[src/rtl/mem_port_pkg.sv]
// rtl/mem_port_pkg.sv - shared types for the load/store port and its lane aligner
package mem_port_pkg;

  typedef logic [31:0] word_t;
  typedef logic [29:0] pc_t;
  typedef logic [3:0]  be_t;

  typedef enum logic [2:0] {
    MEM_B  = 3'b000,
    MEM_H  = 3'b001,
    MEM_W  = 3'b010,
    MEM_BU = 3'b100,
    MEM_HU = 3'b101
  } mem_addr_t;

  typedef enum logic [1:0] {IDLE, BEAT0, BEAT1, RESP} mport_state_t;

  // Access width in bytes; 0 marks an unsupported funct3 code.
  function automatic logic [2:0] size_bytes(mem_addr_t s);
    case (s)
      MEM_B, MEM_BU: size_bytes = 3'd1;
      MEM_H, MEM_HU: size_bytes = 3'd2;
      MEM_W:         size_bytes = 3'd4;
      default:       size_bytes = 3'd0;
    endcase
  endfunction

endpackage

[src/rtl/mem_align.sv]
// rtl/mem_align.sv - byte-lane enables, store data shifting and load merge/extend
module mem_align
  import mem_port_pkg::*;
(
  input  logic [1:0] off,
  input  mem_addr_t  size,
  input  word_t      wdata,
  input  word_t      lo,
  input  word_t      hi,
  output be_t        be0,
  output be_t        be1,
  output word_t      wd0,
  output word_t      wd1,
  output word_t      load_val
);

  logic [7:0]  be8;
  logic [63:0] wd64;
  logic [31:0] rd;
  logic [2:0]  n;

  always_comb begin
    n    = size_bytes(size);
    be8  = ((8'd1 << n) - 8'd1) << off;
    wd64 = {32'b0, wdata} << {off, 3'b000};
    // The two beats form one 64-bit window; shift the addressed bytes down to lane 0.
    rd   = 32'({hi, lo} >> {off, 3'b000});
    case (size)
      MEM_B:   load_val = {{24{rd[7]}}, rd[7:0]};
      MEM_H:   load_val = {{16{rd[15]}}, rd[15:0]};
      MEM_BU:  load_val = {24'b0, rd[7:0]};
      MEM_HU:  load_val = {16'b0, rd[15:0]};
      default: load_val = rd;
    endcase
  end

  assign be0 = be8[3:0];
  assign be1 = be8[7:4];
  assign wd0 = wd64[31:0];
  assign wd1 = wd64[63:32];

endmodule

[src/rtl/mem_port.sv]
// rtl/mem_port.sv - load/store unit splitting datapath accesses into aligned bus beats
module mem_port
  import mem_port_pkg::*;
#(
  parameter bit          SPLIT_EN = 1'b1,
  parameter int unsigned TIMEOUT  = 0
) (
  input  logic        clk,
  input  logic        rst,
  input  logic        start,
  input  logic        we,
  input  logic [31:0] addr,
  input  logic [2:0]  size,
  input  logic [31:0] wdata,
  output logic        busy,
  output logic        done,
  output logic        err,
  output logic [31:0] rdata,
  output logic        bus_req,
  output logic        bus_we,
  output logic [29:0] bus_addr,
  output logic [3:0]  bus_be,
  output logic [31:0] bus_wdata,
  input  logic        bus_ack,
  input  logic [31:0] bus_rdata
);

  localparam logic [15:0] TO_LAST = 16'(TIMEOUT - 1);

  mport_state_t state_q, state_d;
  logic         we_q, we_d;
  word_t        addr_q, addr_d;
  mem_addr_t    size_q, size_d;
  word_t        wdata_q, wdata_d;
  word_t        lo_q, lo_d;
  logic [15:0]  wcnt_q, wcnt_d;
  logic         busy_q, busy_d;
  logic         done_q, done_d;
  logic         err_q, err_d;
  word_t        rdata_q, rdata_d;

  logic [2:0] n_in;
  logic       cross_in;
  logic       split;
  logic       ack_fin;
  be_t        be0, be1;
  word_t      wd0, wd1, load_val, lo_sel, hi_sel;

  mem_align u_align (
    .off      (addr_q[1:0]),
    .size     (size_q),
    .wdata    (wdata_q),
    .lo       (lo_sel),
    .hi       (hi_sel),
    .be0      (be0),
    .be1      (be1),
    .wd0      (wd0),
    .wd1      (wd1),
    .load_val (load_val)
  );

  always_comb begin
    state_d  = state_q;
    we_d     = we_q;
    addr_d   = addr_q;
    size_d   = size_q;
    wdata_d  = wdata_q;
    lo_d     = lo_q;
    wcnt_d   = wcnt_q;
    rdata_d  = rdata_q;
    err_d    = 1'b0;

    n_in     = size_bytes(mem_addr_t'(size));
    cross_in = ({1'b0, addr[1:0]} + n_in) > 3'd4;
    split    = ({1'b0, addr_q[1:0]} + size_bytes(size_q)) > 3'd4;
    ack_fin  = bus_ack && ((state_q == BEAT1) || (state_q == BEAT0 && !split));
    // On the last beat the current bus word completes the merge window.
    lo_sel   = (state_q == BEAT0) ? bus_rdata : lo_q;
    hi_sel   = (state_q == BEAT1) ? bus_rdata : 32'b0;

    case (state_q)
      IDLE: begin
        if (start) begin
          we_d    = we;
          addr_d  = addr;
          size_d  = mem_addr_t'(size);
          wdata_d = wdata;
          wcnt_d  = 16'd0;
          if (n_in == 3'd0 || (cross_in && !SPLIT_EN)) begin
            state_d = RESP;
            err_d   = 1'b1;
          end else begin
            state_d = BEAT0;
          end
        end
      end
      BEAT0, BEAT1: begin
        if (bus_ack) begin
          wcnt_d = 16'd0;
          if (state_q == BEAT0) lo_d = bus_rdata;
          state_d = (state_q == BEAT0 && split) ? BEAT1 : RESP;
        end else if (TIMEOUT != 0 && wcnt_q == TO_LAST) begin
          state_d = RESP;
          err_d   = 1'b1;
        end else begin
          wcnt_d = wcnt_q + 16'd1;
        end
      end
      default: state_d = IDLE;
    endcase

    if (ack_fin && !we_q) rdata_d = load_val;
    done_d = (state_d == RESP);
    busy_d = (state_d != IDLE);
  end

  always_ff @(posedge clk) begin
    if (rst) begin
      state_q <= IDLE;
      we_q    <= 1'b0;
      addr_q  <= 32'b0;
      size_q  <= MEM_B;
      wdata_q <= 32'b0;
      lo_q    <= 32'b0;
      wcnt_q  <= 16'd0;
      busy_q  <= 1'b0;
      done_q  <= 1'b0;
      err_q   <= 1'b0;
      rdata_q <= 32'b0;
    end else begin
      state_q <= state_d;
      we_q    <= we_d;
      addr_q  <= addr_d;
      size_q  <= size_d;
      wdata_q <= wdata_d;
      lo_q    <= lo_d;
      wcnt_q  <= wcnt_d;
      busy_q  <= busy_d;
      done_q  <= done_d;
      err_q   <= err_d;
      rdata_q <= rdata_d;
    end
  end

  assign busy  = busy_q;
  assign done  = done_q;
  assign err   = err_q;
  assign rdata = rdata_q;

  always_comb begin
    bus_req   = (state_q == BEAT0) || (state_q == BEAT1);
    bus_we    = bus_req && we_q;
    bus_addr  = addr_q[31:2] + ((state_q == BEAT1) ? 30'd1 : 30'd0);
    bus_be    = (state_q == BEAT0) ? be0 : (state_q == BEAT1) ? be1 : 4'b0;
    bus_wdata = (state_q == BEAT1) ? wd1 : wd0;
  end

endmodule

[config.mk]
export PLATFORM = sky130hd
export DESIGN_NAME = mem_port
export DESIGN_NICKNAME = d
export VERILOG_FILES = /design/src/rtl/mem_port_pkg.sv /design/src/rtl/mem_align.sv /design/src/rtl/mem_port.sv
export SDC_FILE = /design/constraint.sdc
export NUM_CORES = 1
export LEC_CHECK = 0
export CAP_MARGIN = 20
export CORE_ASPECT_RATIO = 0.9
export CORE_UTILIZATION = 53
export DETAILED_ROUTE_END_ITERATION = 16
export GPL_ROUTABILITY_DRIVEN = 0
export GPL_TIMING_DRIVEN = 0
export PLACE_DENSITY = 0.9
export SLEW_MARGIN = 10
export SYNTH_ARGS = -nofsm -noshare
export SYNTH_HDL_FRONTEND = slang
export SYNTH_SLANG_ARGS = --single-unit
export TNS_END_PERCENT = 1
[constraint.sdc]
create_clock -name clk -period 6.8 [get_ports clk]
set_clock_uncertainty 0.05 [all_clocks]
set_input_delay 1.36 -clock clk [delete_from_list [all_inputs] [get_ports clk]]
set_output_delay 1.36 -clock clk [all_outputs]
set_load 0.01 [all_outputs]
==> impl_results.md, run 1 <==
- Die Height: 116 microns
- Cells after Synth: 963
- Worst endpoint data arrival time: 3.49 ns
- Combinational Power Share: 0.448
- Deepest clock path buffer count: 2
- Post-CTS setup buffer count: 0
- Synth top area cells: dfxtp_1 36%, nand2_1 13%, mux2i_1 9.2%, a21oi_1 8.2%, clkbuf_1 2.6%
- Diodes inserted: 0
- Core box area: 14,000 sq um
- Clk_lat worst skew: 0.43 ns
- Number of synthesized flops with an enable pin: 0
- Worst Tran Pin Value: 0.744 ns
- Fraction of the cycle the final worst path needs: 0.721
- I/O Pins: 207
- Static Leak: 3.66 nW
- Clock Pin Slew Worst Setup and Hold Paths: 0.06 ns
- Layout cell share with drive strength beyond 1: 0.0733
- CP Class: flop to output pin
- TritonCTS clock tree: done
- Cell family with most CP delay: buffers and inverters
- Hold Path Class: flop to flop
- Worst vdd ir: 0.213 mV
- Commonest non-fill, non-tap cell in the layout: nand2_1
- Register area: 2740 sq um
- Critical path's largest stage delay: 0.57 ns
- First-pass GRT wire length: 40,100 microns
- Post-Syn Nets: 1,075
- Status: finished clean
- Total track usage: 0.349
- FFs w/ async S/R, synth: 0
- Initial core utilization: 0.542
- Layout area overhead: 38.8%
- CTS root buf: clkbuf_16
- YS warnings: 0
- WHS: 0.400 ns
- Final TNS setup: 0 ns
- Final net count: 1,299
- Clk sinks: 137
- Buffers on Ports: 205
- Worst Path Max Fanout: 8
- Final Non-Filler Cells: 1,393
- FP Rows: 41
- Distinct cell type count after synthesis: 49
- Critical path's slowest cell: clkdlybuf4s50_1
- TritonCTS Buffers: 17
- Post-synthesis cell area: 7590 sq um
- Endpoints failing setup: 0
- Most frequent cells in the layout: 257 x nand2_1, 205 x clkdlybuf4s50_1, 137 x dfxtp_1
- Prevailing post-synth register cell: dfxtp_1
- Largest net degree at the start of global routing: 17
- Post-CTS Hold Buffers: 0
- Via count: 8,374
- Footprint of the multi-input gates: 4450 sq um
- Pins Over Slew Limit: 0
- Register area share after synthesis: 0.361
- Die Wd: 128 microns
- Post-route ant nets: 0
- Iteration-0 DRC Markers: 1,268
- DP Wirelength: 18,700 microns
- Synthesized area per cell: 7.89 sq um
- Fill cell count: 988
- Max Cap Viol: 0
- Area leader, netlist: dfxtp_1
- Pwr dens: 367 nW/um^2
- Crit path buf inv count: 3
- Worst setup SP type: flop
- Sequential share of power: 0.287
- Via density per instance: 6.01
- Switching pwr: 1.47 mW
- Fmax: 0.204 GHz
- Setup ws final: 1.90 ns
- Cell Int Power: 2.39 mW
- Critical Path Sink Type: output pin
- RSZ-0062 raised after global routing: false
- Most common cell on crit path: ha_1
- Sw Share: 0.381
- Min Clock Period, post-route: 4.90 ns
- Clock Power Share: 0.265
- Placed Cells: 1,361
- Slew headroom: 0.502
- Vias in the first global route: 7,894
- Final hold violation count: 0
- Die Area: 14,800 sq um
- FF+latch count, synth: 137
- H-tree Lvls: 4
- Top cell type's share of synthesized area: 0.361
- CTS resizes: 0
- Req. time, crit path: 5.39 ns
- CP Cell Sequence: inv_1 -> ha_1 -> ha_1 -> ha_1 -> and4_1 -> nor2b_1 -> clkbuf_1 -> and2_1 -> nand2_1 -> xnor2_1 -> clkdlybuf4s50_1
- Pre-CTS WS: 2.44 ns
- WL final: 25,900 microns
- Drt drc: 0
- Drt pass-1 iters: 7
- Gr ovfl total: 0
- Routed length per placed instance: 18.6 microns
- Initial antenna violation count: 0
## cell type report
class / instances / share of cell area
multi-input combinational: 736 / 0.422
sequential: 137 / 0.260
timing repair buffer: 205 / 0.195
clock buffer: 20 / 0.0443
buffer: 82 / 0.0353
tap: 193 / 0.0229
clock inverter: 12 / 0.0177
inverter: 8 / 0.00285
## cell families (layout without fill, tap and decap cells)
| family | count (synthesis) | count (layout) | share of synthesized area |
|---|---|---|---|
| buffers and inverters | 90 | 327 | 0.0529 |
| XOR/XNOR | 29 | 29 | 0.0334 |
| flip-flops | 137 | 137 | 0.361 |
| multiplexers | 83 | 83 | 0.114 |
| AND/OR/NAND/NOR | 371 | 371 | 0.207 |
| adder cells (fa/ha/maj) | 8 | 8 | 0.0142 |
| AO/OA/AOI/OAI | 245 | 245 | 0.217 |
## per-stage QoR
stage / power, mW / area (sq um) / utilization
after global routing: 4.03 / 10500 / 0.753
after CTS: 3.82 / 10500 / 0.753
final: 3.86 / 10500 / 0.753
after detailed placement: 2.79 / 9890 / 0.706
after global placement: 2.75 / 9890 / 0.706
after floorplan: 2.09 / 7590 / -
## registers in the layout (all words and copies together), names as in the netlist
register	count
we_q	1
size_q	3
err	1
busy	1
wdata_q	32
addr_q	32
rdata	32
state_q	2
lo_q	32
done	1
## metal layers
metal,share of wire,global-route usage
met1,0.39,0.448
met2,0.45,0.563
met3,0.12,0.0822
met4,0.037,0.155
met5,0,0
## power groups by stage
stage / Sequential (mW) / Clock, mW / Combinational, mW
after global placement: 1.11 / 0 / 1.64
after detailed placement: 1.12 / 0 / 1.67
after CTS: 1.11 / 1.03 / 1.69
after floorplan: 1.12 / 0 / 0.975
after global routing: 1.13 / 1.05 / 1.84
final: 1.11 / 1.02 / 1.73
## worst register-to-register path: stages, from the launching register on
cell	delay (ns)
dfxtp_1	0.33
clkbuf_1	0.34
inv_2	0.20
buf_1	0.30
clkbuf_1	0.35
fa_1	0.60
nor2b_1	0.19
a21oi_1	0.11
a311oi_2	0.23
buf_4	0.23
buf_6	0.16
nor2_1	0.06
a311oi_2	0.24
## synthesized netlist by cell type (7+ instances only)
cell type	n
o211ai_1	10
buf_2	9
clkbuf_1	52
a22o_1	9
o21ai_0	25
inv_1	7
a21oi_1	124
a211oi_1	16
a211oi_2	8
a311oi_2	11
buf_1	12
o22ai_1	8
nand3_1	13
mux2i_1	70
xor2_1	7
and3_1	16
ha_1	7
o32ai_1	7
nor2_1	47
xnor2_1	22
dfxtp_1	137
nand2_1	257
o22a_1	7
nor2b_1	12
mux2_2	10
o221ai_1	7
## path summary, 6_finish.rpt
kind / startpoint / endpoint / slack, ns / cells past startpoint
setup / recovery: state_q[0] / bus_addr[20] / 1.90 / 11
hold reg to reg: lo_q[6] / lo_q[6] / 0.40 / 2
setup reg to reg: addr_q[1] / rdata[22] / 3.30 / 12
hold / removal: lo_q[6] / lo_q[6] / 0.40 / 2
Power figures use the tool's default switching activity.
==> run 2, diff against run 1 <==
--- a/config.mk
+++ b/config.mk
@@ -7,11 +7,11 @@
 export LEC_CHECK = 0
 export CAP_MARGIN = 20
 export CORE_ASPECT_RATIO = 0.9
-export CORE_UTILIZATION = 53
+export CORE_UTILIZATION = 49
 export DETAILED_ROUTE_END_ITERATION = 16
 export GPL_ROUTABILITY_DRIVEN = 0
 export GPL_TIMING_DRIVEN = 0
-export PLACE_DENSITY = 0.9
+export PLACE_DENSITY = 0.84
 export SLEW_MARGIN = 10
 export SYNTH_ARGS = -nofsm -noshare
 export SYNTH_HDL_FRONTEND = slang
==> constraint.sdc (replaced) <==
create_clock -name clk -period 5.05 [get_ports clk]
set_clock_uncertainty 0.05 [all_clocks]
set_input_delay 1.01 -clock clk [delete_from_list [all_inputs] [get_ports clk]]
set_output_delay 1.01 -clock clk [all_outputs]
set_load 0.01 [all_outputs]
==> run 2 against run 1 <==
Critical path depth unchanged. Power increased by 31%. Routed wire length decreased by 1.1%. Combinational power increased by 34%. Sequential power increased by 34%. Die area increased by 8.0%. Setup slack got worse by 1.4 ns. Worst hold slack improved by 0.00073 ns. Cell count increased by 0.29%. Sequential share of layout area increased by 0.15 points. Critical endpoint is now bus_addr[16].
==> impl_results.md, run 2 (synthesis results as in run 1) <==
- Layout area overhead: 38.0% (was 38.8%)
- CP Class: flop to output pin (unchanged)
- CP Launch Point: state_q[0] (unchanged)
- Drt pass-1 iters: 6 (was 7)
- I/O Pins: 207 (unchanged)
- Final TNS setup: 0 ns (unchanged)
- TritonCTS clock tree: done (unchanged)
- Most frequent cells in the layout: 257 x nand2_1, 205 x clkdlybuf4s50_1, 137 x dfxtp_1 (unchanged)
- CTS root buf: clkbuf_16 (unchanged)
- Die Wd: 133 microns (was 128 microns)
- Status: finished clean (unchanged)
- First-pass GRT wire length: 39,900 microns (was 40,100 microns)
- Pwr dens: 482 nW/um^2 (was 367 nW/um^2)
- Worst setup SP type: flop (unchanged)
- Wl on met1: 10,500 microns (was 10,200 microns)
- Post-route cell area: 10,500 sq um (about the same)
- Largest net degree at the start of global routing: 17 (unchanged)
- DP Wirelength: 19,000 microns (was 18,700 microns)
- Met3 WL: 3000 microns (was 3130 microns)
- Worst reg2reg setup slack: 1.61 ns (was 3.30 ns)
- Slew headroom: 0.500 (was 0.502)
- Final net count: 1,299 (unchanged)
- CP endpoint: bus_addr[16] (was bus_addr[20])
- Clk_lat worst skew: 0.43 ns (about the same)
- Via count: 8,230 (was 8,374)
- Buffers on Ports: 205 (unchanged)
- Worst Tran Pin Value: 0.748 ns (was 0.744 ns)
- Critical Path Sink Type: output pin (unchanged)
- WL final: 25,600 microns (was 25,900 microns)
- Worst Path Max Fanout: 8 (unchanged)
- RSZ-0062 raised after global routing: false (unchanged)
- Dpl cell area: 9890 sq um (about the same)
- Drt drc: 0 (unchanged)
- Total track usage: 0.321 (was 0.349)
- Die Area: 16,000 sq um (was 14,800 sq um)
- Diodes inserted: 0 (unchanged)
- Endpoints failing setup: 0 (unchanged)
- Worst vdd ir: 0.374 mV (was 0.213 mV)
- Gr ovfl total: 0 (unchanged)
- Reg2reg end: rdata[27] (was rdata[22])
- Initial antenna violation count: 0 (unchanged)
- Vias in the first global route: 7,507 (was 7,894)
- Post-CTS setup buffer count: 0 (unchanged)
- Final hold violation count: 0 (unchanged)
- Layout cell share with drive strength beyond 1: 0.0726 (was 0.0733)
- Deepest clock path buffer count: 2 (unchanged)
- Static Leak: 3.63 nW (was 3.66 nW)
- Max Cap Viol: 0 (unchanged)
- Fmax: 0.221 GHz
- Worst reg-to-reg path cell count: 11 (was 12)
- Clk sinks: 137 (unchanged)
- Max Used Layer: met4 (unchanged)
- Post-route ant nets: 0 (unchanged)
- Hold Path Class: flop to flop (unchanged)
- Post-CTS Hold Buffers: 0 (unchanged)
- Pins Over Slew Limit: 0 (unchanged)
- Reg2reg start: addr_q[1] (unchanged)
- Die Height: 120 microns (was 116 microns)
- Via density per instance: 5.89 (was 6.01)
- Core box area: 14,900 sq um (was 14,000 sq um)
- Req. time, crit path: 3.99 ns (was 5.39 ns)
- Routed length per placed instance: 18.3 microns (was 18.6 microns)
- Wire length on met2: 11,400 microns (was 11,700 microns)
- TritonCTS Buffers: 17 (unchanged)
- FP Rows: 42 (was 41)
- Initial core utilization: 0.509 (was 0.542)
- Worst endpoint data arrival time: 3.46 ns (was 3.49 ns)
- Fraction of the cycle the final worst path needs: 0.895
- H-tree Lvls: 4 (unchanged)
- Iteration-0 DRC Markers: 1,059 (was 1,268)
- Commonest non-fill, non-tap cell in the layout: nand2_1 (unchanged)
- Min Clock Period, post-route: 4.52 ns
- CTS resizes: 0 (unchanged)
- Clock Pin Slew Worst Setup and Hold Paths: 0.06 ns (about the same)
==> run 2: cell types whose count changed in the layout (fill, tap and decap cells not counted) <==
cell	previous run	this run
bufinv_16	4	2
clkbuf_8	3	1
clkinv_2	1	2
clkinv_4	1	4
inv_8	1	0
==> run 2: worst min-delay path by stage <==
stage / from / endpoint / cells after the start
2_1_floorplan: lo_q[0] / lo_q[0] / 2
3_3_place_gp: lo_q[3] / lo_q[3] / 2
3_5_place_dp: lo_q[5] / lo_q[5] / 2
4_1_cts: lo_q[5] / lo_q[5] / 2
5_1_grt: lo_q[5] / lo_q[5] / 2
6_report: lo_q[3] / lo_q[3] / 2
==> run 2: power by group <==
group,internal [mW],leakage [nW],switching [mW],total (mW)
Combinational,1.03,2.22,1.29,2.32
Clock,0.742,0.283,0.502,1.24
Sequential,1.31,1.12,0.175,1.49
==> run 2: routing by layer <==
| layer | GRT usage | vias up |
|---|---|---|
| met1 | 0.420 | 3805 |
| li1 | - | 3815 |
| met4 | 0.126 | 0 |
| met2 | 0.497 | 527 |
| met5 | 0 | - |
| met3 | 0.0951 | 83 |
==> run 2: final cells by class <==
type                    count  area [sq um]
clock inverters            13           146
clock buffers              18           439
fillers                  1205          4440
flip-flops and latches    137          2740
multi-input cells         736          4450
repair buffers            205          2050
plain buffers              82           372
well taps                 198           248
inverters                   8          30.0
==> run 2: critical path: stages (launching register included) <==
cell and delay [ns]:
dfxtp_1 0.35, inv_1 0.09, ha_1 0.37, ha_1 0.26, ha_1 0.21, and4_1 0.24
nor2b_1 0.14, clkbuf_1 0.31, and2_1 0.26, nand3_1 0.11, xnor2_1 0.14, clkdlybuf4s50_1 0.55
==> run 2: stage by stage <==
step                      hold slack (ns)   util  worst slack, ns  cells  total power, mW
final                               0.401  0.702            0.532   1397             5.05
after CTS                           0.401  0.702            0.512   1397             5.01
after detailed placement            0.392  0.663            0.977   1366             3.76
after global placement              0.387  0.663             1.06   1366             3.72
after global routing                0.419  0.702            0.292   1397             5.28
after floorplan                     0.382      -             1.89    963             2.82
